==> src/rtl/sdram_tmr_array.sv <==
// Array of independent SDRAM timing counters: one down-counter per channel with
// level and pulse expiry flags, hold/freeze and optional periodic auto-reload.

module sdram_tmr_ch #(
  parameter int W = 4
) (
  input  logic         Clk,
  input  logic         Reset,
  input  logic         ld,
  input  logic [W-1:0] ld_val,
  input  logic         hold,
  input  logic         auto_rld,
  output logic [W-1:0] count,
  output logic         tm_pulse
);
  logic [W-1:0] rld;

  // A load beats everything; zero is absorbing so hold has no effect there.
  always_ff @(posedge Clk or posedge Reset) begin
    if (Reset) begin
      count    <= '0;
      rld      <= '0;
      tm_pulse <= 1'b0;
    end else if (ld) begin
      count    <= ld_val;
      rld      <= ld_val;
      tm_pulse <= 1'b0;
    end else if (count == '0 || hold) begin
      tm_pulse <= 1'b0;
    end else if (count == W'(1)) begin
      tm_pulse <= 1'b1;
      count    <= auto_rld ? rld : '0;
    end else begin
      count    <= count - W'(1);
      tm_pulse <= 1'b0;
    end
  end
endmodule

module sdram_tmr_array #(
  parameter int CH = 4,
  parameter int W  = 4
) (
  input  logic            Clk,
  input  logic            Reset,
  input  logic [CH-1:0]   ld,
  input  logic [CH*W-1:0] ld_val,
  input  logic [CH-1:0]   hold,
  input  logic [CH-1:0]   auto_rld,
  output logic [CH-1:0]   tm_end,
  output logic [CH-1:0]   tm_pulse,
  output logic            busy
);
  logic [CH-1:0][W-1:0] count;

  for (genvar i = 0; i < CH; i++) begin : g_ch
    sdram_tmr_ch #(.W(W)) u_ch (
      .Clk      (Clk),
      .Reset    (Reset),
      .ld       (ld[i]),
      .ld_val   (ld_val[i*W +: W]),
      .hold     (hold[i]),
      .auto_rld (auto_rld[i]),
      .count    (count[i]),
      .tm_pulse (tm_pulse[i])
    );
    assign tm_end[i] = (count[i] == '0);
  end

  assign busy = |(~tm_end);
endmodule

==> config.mk <==
export PLATFORM = sky130hd
export DESIGN_NAME = sdram_tmr_array
export DESIGN_NICKNAME = d
export VERILOG_FILES = /design/src/rtl/sdram_tmr_array.sv
export SDC_FILE = /design/constraint.sdc
export NUM_CORES = 1
export LEC_CHECK = 0
export CAP_MARGIN = 40
export CORE_ASPECT_RATIO = 0.7
export CORE_MARGIN = 2
export CORE_UTILIZATION = 47
export CTS_CLUSTER_DIAMETER = 150
export DETAILED_ROUTE_END_ITERATION = 10
export PLACE_DENSITY = 0.87
export SETUP_SLACK_MARGIN = 0.2
export SLEW_MARGIN = 20
export SYNTH_ARGS = -nofsm -noshare
export SYNTH_HDL_FRONTEND = slang
export SYNTH_SLANG_ARGS = --single-unit
==> constraint.sdc <==
create_clock -name Clk -period 1.5 [get_ports Clk]
set_input_delay 0.3 -clock Clk [delete_from_list [all_inputs] [get_ports Clk]]
set_output_delay 0.3 -clock Clk [all_outputs]
set_load 0.005 [all_outputs]
==> summary.txt <==
Outcome
  – Status: finished with violations
  – Failing checks: setup timing

GRT
  – All-Layer GR Usage: around 25%
  – Vias in the first global route: roughly 2000
  – Overflow left after global routing: 0
  – Pin count of the biggest net entering global routing: 37
  – Antenna violations before repair: 0
  – First-pass GRT wire length: 9560 um

Final layout
  – Layout Utilization: 79.8%
  – Seq. cell area: roughly 900 sq um
  – Ant. Diodes: 0
  – # fillers: ~250
  – Fraction of layout cells with a size suffix above 1: a little under half
  – Multi-input gate area: between 0.001 and 0.0015 sq mm
  – Area Growth Syn to Fin: 65.3%
  – # nets final: ~350
  – Final instance area: 0.00343 sq mm
  – Most frequent cells in the layout: buf_4, dfrtp_1, clkdlybuf4s50_1
  – Commonest non-fill, non-tap cell in the layout: buf_4

Setup path
  – Crit path required time: 1.20 ns
  – Worst Setup Start Kind: register
  – Setup CP Type: reg -> out
  – Worst r2r src: g_ch[2].u_ch.count[1]
  – Worst setup path start: g_ch[2].u_ch.count[0]
  – Reg-to-Reg End: g_ch[2].u_ch.count[2]
  – Critical Path AT: approximately 1.5 ns
  – Critical-path maximum fanout: 3
  – R2R cell count: 8
  – Worst reg2reg setup slack: -0.19 ns
  – CP endpoint kind: output pin

Drt
  – Final WL: 6430 um
  – WL/cell: 17.7 um
  – Vias per inst: 5.59
  – Post-route ant nets: 0
  – Vias: a little over 2000
  – DRT iter0 DRCs: 88
  – First-pass DRT Iterations: 4
  – DRC: 0

Timing
  – Relative slew slack: 76.3%
  – Hold Violations, Final: 0
  – Setup WS post-layout: -0.278 ns
  – Setup Total Neg Slack: -2.20 ns
  – Worst slew pin tran: 0.355 ns
  – RSZ-0062 raised after global routing: yes
  – Min Clock Period, post-route: 1.78 ns
  – Pins Over Slew Limit: 0
  – Fmax: roughly 560 MHz
  – Fin crit share: 119%
  – Setup Skew: between 0.003 and 0.004 ns
  – Final setup fails: 17

Power
  – Switching Fraction: 34.0%
  – Max rail drop VDD: 615 uV
  – Cell-internal power: between 0.002 and 0.0025 W
  – Leak: 1.52 nW
  – Part of the power in the clock network: 18.8%
  – Power Dens Cells: 1020 mW/mm^2
  – Sequential share of power: between 30% and 40%
  – Combinational fraction of design power: 46.7%
  – Sw Pwr: 0.00119 W

Synth
  – Mean post-synth cell area: ~10 sq um
  – Sequential area share after synthesis: 43.4%
  – Most area-hungry cell type in the Yosys netlist: dfrtp_1
  – Main synth FF type: dfrtp_1
  – Post-synth EDFFs: 0
  – Synth Register Bits: 36
  – Synthesized area: 0.00208 sq mm
  – Synth Warn #: 0
  – Syn nets: 253
  – Netlist cell types: just under 50
  – Post-synth ARST share: 100%
  – Most area-consuming cells after synthesis: dfrtp_1, ha_1, mux2_2
  – Top cell type's share of synthesized area: 43.4%
  – Mapped Cells: 211

CTS
  – CTS tree: built
  – Hold_buf cts: 0
  – Sink Count: 36
  – Total CTS buffers: 5
  – CTS Buffer Depth: 2
  – Worst-skew pair later-pin latency: 0.28 ns
  – CTS clk-pin slew, worst paths: about 0.070 ns
  – CTS root buf: clkbuf_8
  – H-tree lvl count: 2

Place
  – Hpwl dp: 3790 um
  – Placed cell areas: roughly 0.003 sq mm
  – GPL Wtd Cong: ~0.84
  – I/O Buffers: 38

Flow run
  – Max-cap violations: 0

Floorplan
  – Io pins: 39
  – Die extent in x: 83.5 um
  – Overall die height: slightly below 60 um
  – DIE AREA: 0.00498 sq mm
  – Core Box Area: 0.00430 sq mm
  – Starting density of the core: 48.3%
  – # rows: 20

Worst hold path
  – HP Class: in -> async
[power groups by stage]
stage | Clock (W) | Combinational (W) | Sequential [W]
2_1_floorplan | 0 | 0.000556 | 0.00126
6_report | 0.000661 | 0.00164 | 0.00121
4_1_cts | 0.000676 | 0.00139 | 0.00120
5_1_grt | 0.000709 | 0.00176 | 0.00123
3_3_place_gp | 0 | 0.00110 | 0.00121
3_5_place_dp | 0 | 0.00114 | 0.00121
[flip-flops by register name, indices dropped and copies added (netlist names)]
register,count
g_ch.u_ch.count,16
g_ch.u_ch.rld,16
g_ch.u_ch.tm_pulse,4
[Yosys cell counts, types with 3 or more instances]
library cell / instances
a21oi_1: 6
nor3b_1: 5
nor2b_1: 5
nand3_1: 5
and2_1: 4
nand2_1: 10
dfrtp_1: 36
nand2b_1: 3
mux2_2: 10
inv_1: 19
nor3_1: 10
nor2_1: 18
o21ai_0: 11
ha_1: 12
o31ai_1: 4
mux2i_1: 4
a31oi_1: 6
buf_4: 4
[how the worst max path moves through the flow]
| stage | endpoint | cells after the start | slack (ns) |
|---|---|---|---|
| final | busy | 5 | -0.28 |
| after global routing | busy | 5 | -0.35 |
| after CTS | busy | 5 | -0.21 |
| after detailed placement | busy | 5 | -0.28 |
| after global placement | busy | 5 | -0.20 |
| after floorplan | g_ch[0].u_ch.count[2] | 6 | 0.08 |
[per-stage QoR]
step	setup WS, ns	hold slack (ns)	total power [W]	instances
finish	-0.278	0.353	0.00352	364
global route	-0.347	0.395	0.00369	364
CTS	-0.209	0.357	0.00327	355
detailed placement	-0.278	0.482	0.00236	339
global placement	-0.198	0.476	0.00230	339
floorplan	0.0791	0.370	0.00182	211
[layout make-up]
class | instances | share of cell area, %
Clock buffer | 6 | 2.11
Clock inverter | 1 | 0.146
Inverter | 19 | 2.08
Multi-Input combinational cell | 148 | 41.7
Sequential cell | 36 | 26.2
Tap cell | 55 | 2.00
Timing Repair Buffer | 99 | 25.8
[logic make-up after synthesis]
| group | count (synthesis) | synth area share [%] |
|---|---|---|
| buffers and inverters | 27 | 5.66 |
| AO/OA/AOI/OAI | 47 | 15.2 |
| flip-flops | 36 | 43.4 |
| adder cells (fa/ha/maj) | 12 | 7.23 |
| multiplexers | 14 | 7.35 |
| AND/OR/NAND/NOR | 75 | 21.1 |
[per-layer routing]
metal | GRT usage (%) | up-vias | share of wire [%]
met5 | 0 | - | 0
met2 | 45.5 | 66 | 51
met3 | 5.57 | 16 | 4.7
met4 | 8.06 | 0 | 2.5
met1 | 29.9 | 1004 | 42
li1 | - | 947 | -
[worst max-delay path, stage by stage, from the launching register on]
cell and delay (ns):
dfrtp_1 0.41, inv_2 0.09, ha_4 0.13, nor3b_4 0.25
nand4_1 0.15, buf_2 0.15
[what timing repair did]
| item | 4_1_cts | 5_1_grt |
|---|---|---|
| buffers inserted | 9 | 9 |
| setup endpoints to repair | 27 | 26 |
| pin swaps | 24 | 17 |
| gates resized for setup | 59 | 33 |
No activity file was read; power rests on OpenSTA's default activity.
